`src/rtl/cgra_soc_pkg.sv`:
```
// cgra_soc_pkg: shared CGRA packet geometry, FSM state types and beat pack/unpack helpers
package cgra_soc_pkg;

    localparam int AXIS_W = 64;
    localparam int PKT_W  = 217;
    localparam int BEATS  = (PKT_W + AXIS_W - 1) / AXIS_W;

    typedef logic [AXIS_W-1:0]             beat_t;
    typedef logic [BEATS-1:0][AXIS_W-1:0]  beats_t;
    typedef logic [PKT_W-1:0]              pkt_t;

    typedef enum logic {RX_COLLECT = 1'b0, RX_HOLD = 1'b1} rx_state_e;
    typedef enum logic {TX_IDLE = 1'b0, TX_SEND = 1'b1} tx_state_e;

    // Beats concatenated LSB first; pad bits above PKT_W are dropped.
    function automatic pkt_t pack_pkt(input beats_t b);
        logic [BEATS*AXIS_W-1:0] f;
        f = b;
        return f[PKT_W-1:0];
    endfunction

    // Packet split into beats with the pad bits of the last beat forced to 0.
    function automatic beats_t unpack_pkt(input pkt_t p);
        logic [BEATS*AXIS_W-1:0] f;
        f = '0;
        f[PKT_W-1:0] = p;
        return f;
    endfunction

endpackage

```
`src/rtl/cgra_beat_mux.sv`:
```
// cgra_beat_mux: selects beat idx out of a captured, pad-extended packet
module cgra_beat_mux #(
    parameter int AXIS_W = 64,
    parameter int BEATS  = 4,
    parameter int CW     = 2
) (
    input  logic [BEATS*AXIS_W-1:0] pkt,
    input  logic [CW-1:0]           idx,
    output logic [AXIS_W-1:0]       beat
);

    assign beat = pkt[idx*AXIS_W +: AXIS_W];

endmodule

```
`src/rtl/cgra_stream_serdes.sv`:
```
// cgra_stream_serdes: AXI-Stream beats <-> flat CGRA packets, with independent RX and TX paths
module cgra_stream_serdes #(
    parameter int AXIS_W = 64,
    parameter int PKT_W  = 217
) (
    input  logic              clk,
    input  logic              rstn,
    input  logic [AXIS_W-1:0] s_axis_tdata,
    input  logic              s_axis_tvalid,
    input  logic              s_axis_tlast,
    output logic              s_axis_tready,
    output logic [PKT_W-1:0]  recv_pkt_msg,
    output logic              recv_pkt_val,
    input  logic              recv_pkt_rdy,
    input  logic [PKT_W-1:0]  send_pkt_msg,
    input  logic              send_pkt_val,
    output logic              send_pkt_rdy,
    output logic [AXIS_W-1:0] m_axis_tdata,
    output logic              m_axis_tvalid,
    output logic              m_axis_tlast,
    input  logic              m_axis_tready,
    output logic [7:0]        rx_err_cnt,
    output logic [15:0]       rx_pkt_cnt,
    output logic [15:0]       tx_pkt_cnt
);
    import cgra_soc_pkg::*;

    localparam int BEATS = (PKT_W + AXIS_W - 1) / AXIS_W;
    localparam int CW    = BEATS > 1 ? $clog2(BEATS) : 1;
    localparam int BUF_W = BEATS * AXIS_W;
    localparam logic [CW-1:0] LAST = CW'(BEATS - 1);

    rx_state_e         rx_state_q, rx_state_d;
    logic [CW-1:0]     rx_cnt_q, rx_cnt_d;
    logic              disc_q, disc_d;
    logic [PKT_W-1:0]  rx_buf_q, rx_buf_d;
    logic [7:0]        rx_err_q, rx_err_d;
    logic [15:0]       rx_pkt_q, rx_pkt_d;

    tx_state_e         tx_state_q, tx_state_d;
    logic [CW-1:0]     tx_cnt_q, tx_cnt_d;
    logic [BUF_W-1:0]  tx_buf_q, tx_buf_d;
    logic [15:0]       tx_pkt_q, tx_pkt_d;
    logic [AXIS_W-1:0] tx_beat;

    // RX: collect beats into the packet buffer, drop malformed packets, hold until the CGRA takes it
    always_comb begin
        rx_state_d = rx_state_q;
        rx_cnt_d   = rx_cnt_q;
        disc_d     = disc_q;
        rx_buf_d   = rx_buf_q;
        rx_err_d   = rx_err_q;
        rx_pkt_d   = rx_pkt_q;
        if (rx_state_q == RX_HOLD) begin
            if (recv_pkt_rdy) begin
                rx_state_d = RX_COLLECT;
                rx_pkt_d   = rx_pkt_q + 16'd1;
            end
        end else if (s_axis_tvalid) begin
            if (disc_q) begin
                disc_d = !s_axis_tlast;
            end else begin
                for (int i = 0; i < PKT_W; i++)
                    if (i / AXIS_W == int'(rx_cnt_q)) rx_buf_d[i] = s_axis_tdata[i % AXIS_W];
                rx_cnt_d = (rx_cnt_q == LAST || s_axis_tlast) ? '0 : rx_cnt_q + CW'(1);
                if (rx_cnt_q == LAST && s_axis_tlast) begin
                    rx_state_d = RX_HOLD;
                end else if (rx_cnt_q == LAST || s_axis_tlast) begin
                    rx_err_d = rx_err_q + {7'd0, rx_err_q != 8'hff};
                    disc_d   = !s_axis_tlast;
                end
            end
        end
    end

    // RX state and data registers
    always_ff @(posedge clk or negedge rstn) begin
        if (!rstn) begin
            rx_state_q <= RX_COLLECT;
            rx_cnt_q   <= '0;
            disc_q     <= 1'b0;
            rx_buf_q   <= '0;
            rx_err_q   <= '0;
            rx_pkt_q   <= '0;
        end else begin
            rx_state_q <= rx_state_d;
            rx_cnt_q   <= rx_cnt_d;
            disc_q     <= disc_d;
            rx_buf_q   <= rx_buf_d;
            rx_err_q   <= rx_err_d;
            rx_pkt_q   <= rx_pkt_d;
        end
    end

    // TX: capture a packet (pad forced to zero) and walk it out beat by beat
    always_comb begin
        tx_state_d = tx_state_q;
        tx_cnt_d   = tx_cnt_q;
        tx_buf_d   = tx_buf_q;
        tx_pkt_d   = tx_pkt_q;
        if (tx_state_q == TX_IDLE) begin
            if (send_pkt_val) begin
                tx_buf_d   = BUF_W'(send_pkt_msg);
                tx_cnt_d   = '0;
                tx_state_d = TX_SEND;
            end
        end else if (m_axis_tready) begin
            tx_cnt_d = tx_cnt_q == LAST ? '0 : tx_cnt_q + CW'(1);
            if (tx_cnt_q == LAST) begin
                tx_state_d = TX_IDLE;
                tx_pkt_d   = tx_pkt_q + 16'd1;
            end
        end
    end

    // TX state and data registers
    always_ff @(posedge clk or negedge rstn) begin
        if (!rstn) begin
            tx_state_q <= TX_IDLE;
            tx_cnt_q   <= '0;
            tx_buf_q   <= '0;
            tx_pkt_q   <= '0;
        end else begin
            tx_state_q <= tx_state_d;
            tx_cnt_q   <= tx_cnt_d;
            tx_buf_q   <= tx_buf_d;
            tx_pkt_q   <= tx_pkt_d;
        end
    end

    cgra_beat_mux #(.AXIS_W(AXIS_W), .BEATS(BEATS), .CW(CW)) u_beat_mux (
        .pkt  (tx_buf_q),
        .idx  (tx_cnt_q),
        .beat (tx_beat)
    );

    assign s_axis_tready = rx_state_q == RX_COLLECT;
    assign recv_pkt_val  = rx_state_q == RX_HOLD;
    assign recv_pkt_msg  = rx_buf_q;
    assign send_pkt_rdy  = tx_state_q == TX_IDLE;
    assign m_axis_tvalid = tx_state_q == TX_SEND;
    assign m_axis_tlast  = m_axis_tvalid && tx_cnt_q == LAST;
    assign m_axis_tdata  = m_axis_tvalid ? tx_beat : '0;
    assign rx_err_cnt    = rx_err_q;
    assign rx_pkt_cnt    = rx_pkt_q;
    assign tx_pkt_cnt    = tx_pkt_q;

endmodule

```
`config.mk`:
```
export PLATFORM = sky130hd
export DESIGN_NAME = cgra_stream_serdes
export DESIGN_NICKNAME = d
export VERILOG_FILES = /design/src/rtl/cgra_soc_pkg.sv /design/src/rtl/cgra_beat_mux.sv /design/src/rtl/cgra_stream_serdes.sv
export SDC_FILE = /design/constraint.sdc
export NUM_CORES = 1
export LEC_CHECK = 0
export CAP_MARGIN = 10
export CORE_AREA = 2 2 239 241
export CTS_BUF_LIST = sky130_fd_sc_hd__clkbuf_2
export CTS_CLUSTER_DIAMETER = 40
export DETAILED_ROUTE_END_ITERATION = 16
export DIE_AREA = 0 0 241 243
export PLACE_DENSITY = 0.75
export SLEW_MARGIN = 20
export SYNTH_ARGS = -nofsm -noshare
export SYNTH_HDL_FRONTEND = slang
export SYNTH_SLANG_ARGS = --single-unit
```
`constraint.sdc`:
```
create_clock -name clk -period 2.4 [get_ports clk]
set_input_delay 0.24 -clock clk [delete_from_list [all_inputs] [get_ports clk]]
set_output_delay 0.24 -clock clk [all_outputs]
set_load 0.01 [all_outputs]
```
* Yosys cells after proc, flatten, opt, wreduce, memory -nomap -nowiden
Cells that the tools add are included.
** Cells by class
- Shift operators :: 1
- Add/sub/neg operators :: 5
- Eq/ne operators :: 7
- Reduce and logical (&&, ||, !) cells :: 17
- Bitwise gates (word level) :: 4
- Mux-type cells :: 18
** Operators with widths (number)
- $shiftx 256x9->64 :: 1
- $mux 64 :: 1
- $add 16x1->16 const B :: 2
- $reduce_and 4->1 :: 4
- $mux 1 :: 12
- $mux 2 :: 5
- $add 8x1->8 :: 1
- $ne 8x8->1 const B :: 1
- $reduce_and 2->1 :: 4
- $reduce_and 3->1 :: 2
- $reduce_and 5->1 :: 1
- $add 2x1->2 const B :: 2
- $eq 2x2->1 const A :: 2
- $eq 2x2->1 const B :: 2
- $not 1->1 :: 4
- $eq 1x2->1 const A :: 1
- $logic_and 1x1->1 :: 2
- $logic_not 2->1 :: 1
- $ne 2x2->1 const B :: 1
- $reduce_bool 2->1 :: 1
- $logic_not 1->1 :: 1
- $logic_or 1x1->1 :: 1
** Word-level totals
- Input port bits :: 288
- Logic and storage cells :: 65
- Output and inout port bits :: 326
- Bits in registers :: 481

* Logic depth before layout (Yosys ltp)
- Word-level depth :: 6
- Depth in mapped cells :: 8
- Depth with buffers taken out :: 8

* Hierarchy
A second synthesis with hierarchy kept.
** Unflattened totals
- Cells, all modules :: 1260
- Area total of the unflattened synthesis :: 21260.4 um^2
** By module, submodules not included
- cgra_stream_serdes :: instances 1, cells an instance 1182, area each 19637.6 um^2, sequential area each 12036.5 um^2
- cgra_beat_mux :: instances 1, cells an instance 78, area each 1622.8 um^2, sequential area each 0.0 um^2

* Worst setup path before layout
OpenSTA, ideal clock, no wires.
- Kind :: reg2reg
- Start point :: register rx_err_q[3] (netlist: rx_err_cnt[3])
- End point :: register rx_err_q[1] (netlist: rx_err_cnt[1])
- Period minus slack after synthesis :: 1779 ps
- Stages on the path, launching flop included :: 7
- Slack :: 621 ps
- Buffers on the path :: 0
- Data arrival time :: 1654 ps
- Library setup time :: 125 ps
- Data required time :: 2275 ps
- Cells stage by stage :: dfrtp_1 and3_1 nand2_1 or2_2 ha_1 ha_1 mux2_2
** On the way
- Word-level cells in the longest chain between the ends :: 2
** Ends and longest elaborated chain
- start, declared :: line cgra_stream_serdes.sv:37 : logic [7:0] rx_err_q, rx_err_d;
- start signal, assigned :: line cgra_stream_serdes.sv:90 : rx_err_q <= rx_err_d;
- $ne 8x8->1 :: line cgra_stream_serdes.sv:69 : rx_err_d = rx_err_q + {7'd0, rx_err_q != 8'hff};
- $add 8x1->8 :: line cgra_stream_serdes.sv:69
Every way passes these cells.
A chain may end at the register's enable or synchronous reset.

* Worst setup path in the final report
- Start point :: register tx_cnt_q[0]
- End point :: output m_axis_tdata[3]
** On the way
- Word-level cells in the longest chain between the ends :: 2
** Ends and longest elaborated chain
- start, declared :: line cgra_stream_serdes.sv:41 : logic [CW-1:0] tx_cnt_q, tx_cnt_d;
- start signal, assigned :: line cgra_stream_serdes.sv:125 : tx_cnt_q <= tx_cnt_d;
- $shiftx 256x9->64 :: line cgra_beat_mux.sv:12 : assign beat = pkt[idx*AXIS_W +: AXIS_W];
- $mux 64 :: line cgra_stream_serdes.sv:143 : assign m_axis_tdata = m_axis_tvalid ? tx_beat : '0;
- end, declared :: line cgra_stream_serdes.sv:18 : output logic [AXIS_W-1:0] m_axis_tdata,
Every way passes these cells.

==> impl_metrics.json <==
{
  "setup_viol": 65,
  "grt_pass1_vias": 18400,
  "switching_share_pct": 36.5,
  "cp_top_family": "buffers and inverters",
  "clockRootBuffer": "clkbuf_2",
  "die_h_um": 243,
  "die_area_um2": 58600,
  "grt-ovfl-total": 0,
  "yosysWarnings": 0,
  "cp_slowest_cell": "dfrtp_4",
  "pwr-share-seq_pct": 34.7,
  "antenna_left": 0,
  "initial_core_util_pct": 37.4,
  "holdCritPathClass": "primary input to async pin",
  "synth-seq-cells": 481,
  "cts_tree": "built",
  "ys_seq_area_share_pct": 57.5,
  "insertion_delay_ns": 1.17,
  "stdcell_area_um2": 33300,
  "avgViaCountPerCell": 5.01,
  "core_area_um2": 56000,
  "fin_crit_ns": 2.96,
  "drv_slew": 0,
  "synth_top_area_share_pct": 57.5,
  "combPwrFrac_pct": 50.7,
  "synth-edff-count": 0,
  "cp_common_cell": "buf_4",
  "power_frac_clock_pct": 14.7,
  "worstSetupPathType": "flop to primary output",
  "fillers": 4150,
  "drc": 0,
  "drv_cap": 0,
  "crit_chain": "buf_12 > buf_4 > buf_4 > mux4_2 > and2_4 > buf_6",
  "peakVddDrop_mv": 0.801,
  "ios": 614,
  "max_stage_delay_ns": 0.51,
  "drt_iter0_drc": 750,
  "drt-total-wl_mm": 75.0,
  "crit_path_max_fanout": 6,
  "r2r_setup_slack_ns": 0.36,
  "cts_num_sinks": 481,
  "yosysTopAreaCell": "dfrtp_1",
  "syn_area_um2": 20900,
  "syn_to_final_growth_pct": 59.0,
  "async_reset_ff_share_pct": 100,
  "synthTopCellsByArea": "dfrtp_1 (57%), mux2_2 (14%), mux2_4 (13%)",
  "p_int_uw": 27100,
  "avgRoutedWirePerCell_um": 23.0,
  "fmax_mhz": 338,
  "p_switching_uw": 15600,
  "netlist_instances": 1343,
  "timing.final.crit_share_pct": 123,
  "die_x_um": 241,
  "cts_max_path_buffers": 3,
  "status": "complete, but fails checks",
  "cts_htree_levels": 3,
  "grt_usage_pct": 24.0,
  "numCtsBuffers": 121,
  "setup_ws_ns": -0.558,
  "num_rows": 87,
  "power_density_nw_per_um2": 1280,
  "failed_checks": "setup timing",
  "synthesis.nets": 1640,
  "synth-main-ff-cell": "dfrtp_1",
  "critical_path_buf_inv_count": 4,
  "arrival_ns": 2.72,
  "synth_common_cells": "dfrtp_1 (481), mux2_2 (258), mux2_4 (180), nor2_1 (90)",
  "hpwl_mm": 43.1,
  "clk_pin_slew_ns": 0.13,
  "antenna_found_initial": 8,
  "dpl_cell_area_um2": 28000,
  "syn_area_per_cell_um2": 15.6,
  "nets": 2710,
  "dr.pass1.iters": 5,
  "drive_gt1_share_pct": 38.6,
  "skew_ns": 0.141,
  "relSlewSlack_pct": 64.1,
  "grt_first_pass_wirelength_mm": 108,
  "port_buffers": 613,
  "vias": 16300,
  "leakagePower_uw": 0.0152,
  "synthDistinctLibCells": 38,
  "worst_pin_slew_ns": 0.539,
  "end_kind": "primary output",
  "routabilityCongestion": 0.841,
  "rsz0062_at_grt": "true",
  "yosysMostFrequentCell": "dfrtp_1",
  "hold_violations": 0,
  "crit_path_start_kind": "flop",
  "grt_max_degree": 69,
  "critPathRequiredTime_ns": 2.16,
  "final_util_pct": 59.5,
  "pre_cts_ws_ns": 0.222
}
[repair_timing]
item	in CTS	in global routing
gates cloned	14	4
resized for setup	635	139
pin swaps	25	61
endpoints found under the hold margin	940	0
endpoints found under the setup margin	326	66
hold buffers	292	0
setup buffers	49	11
[per-layer routing]
layer  part of all wire [%]  up-vias  global-route usage (%)
li1                       -     6959                       -
met1                     36     8277                    26.7
met2                     50      867                    40.2
met3                    9.3      231                    8.44
met4                    4.8        2                    12.6
met5                  0.016        -                       0
[flip-flops by register name (all words and copies together) (netlist names)]
| signal | count |
|---|---|
| rx_cnt_q | 2 |
| recv_pkt_val | 1 |
| rx_pkt_cnt | 16 |
| tx_pkt_cnt | 16 |
| tx_buf_q | 217 |
| recv_pkt_msg | 217 |
| disc_q | 1 |
| rx_err_cnt | 8 |
| tx_cnt_q | 2 |
| m_axis_tvalid | 1 |
[cells in the final DEF (no fill, tap or decap), drive strengths merged, types with 2 or more instances in the layout]
master	Yosys	final
a21oi	40	40
and2	31	31
and3	10	10
buf	66	183
bufbuf	0	3
bufinv	0	7
clkbuf	12	176
clkdlybuf4s50	0	286
clkinv	1	23
dfrtp	481	481
diode	0	8
dlygate4sd2	0	258
dlygate4sd3	0	291
ha	9	9
inv	3	6
mux2	438	438
mux2i	40	40
mux4	25	25
nand2	17	17
nand3	15	15
nand4	11	11
nor2	90	90
nor2b	2	2
nor3	2	2
o21ai	3	3
or2	2	2
xnor2	26	26
xor2	11	11
[cell type report]
type                    count  area (um^2)  share of cell area [%]
diodes                      8         20.0                  0.0601
clock buffers             172          861                    2.59
clock inverters            33          342                    1.03
inverters                   4         27.5                  0.0827
multi-input cells         780         8720                    26.2
flip-flops and latches    481        12100                    36.2
well taps                 756          946                    2.84
repair buffers           1025        10300                    31.0
[final timing paths]
| check | cells after the start | to | from |
|---|---|---|---|
| min reg2reg | 1 | rx_pkt_cnt[15]$_DFFE_PN0P_ | rx_pkt_cnt[15]$_DFFE_PN0P_ |
| max | 6 | m_axis_tdata[3] | tx_cnt_q[0]$_DFFE_PN0P_ |
| max reg2reg | 7 | tx_pkt_cnt[13]$_DFFE_PN0P_ | tx_cnt_q[1]$_DFFE_PN0P_ |
| max in group asynchronous | 5 | recv_pkt_msg[157]$_DFFE_PN0P_ | rstn |
| min in group clk | 3 | tx_buf_q[147]$_DFFE_PN0P_ | send_pkt_msg[147] |
| min | 4 | recv_pkt_msg[187]$_DFFE_PN0P_ | rstn |
[cells by family after synthesis]
kind of cell | Yosys count | synth area share, %
and+or+nand+nor | 184 | 4.22
AOI/OAI and AO/OA | 47 | 1.18
muxes | 503 | 31.4
buffers and inverters | 82 | 3.64
xor gates and xnor gates | 37 | 1.55
adders and majority gates | 9 | 0.538
DFF | 481 | 57.5
[worst reg2reg max path, cell delays in order, from the launching register on]
cell and delay [ns]:
dfrtp_4 0.48, buf_8 0.15, buf_16 0.14, ha_4 0.14
and3_1 0.34, and3_1 0.37, nand3_1 0.14, xnor2_1 0.15
[power groups by stage]
stage               clock network (uW)  logic, uW  registers, uW
floorplan                            0       9540          14700
CTS                               6370      19800          14300
detailed placement                   0      19000          14500
finish                            6280      21600          14800
global placement                     0      18800          14300
global route                      6890      22700          15100
[per-stage QoR]
| stage | instances | power (uW) | TNS [ns] | hold WS (ns) |
|---|---|---|---|---|
| 4_1_cts | 3246 | 40500 | -41.20 | 0.0251 |
| 2_1_floorplan | 1343 | 24300 | 0 | -0.0556 |
| 6_report | 3259 | 42700 | -28.62 | 0.247 |
| 3_3_place_gp | 2689 | 33100 | 0 | 0.209 |
| 3_5_place_dp | 2689 | 33500 | 0 | 0.220 |
| 5_1_grt | 3258 | 44700 | -40.15 | 0.109 |
No activity file was read; power rests on OpenSTA's default activity.
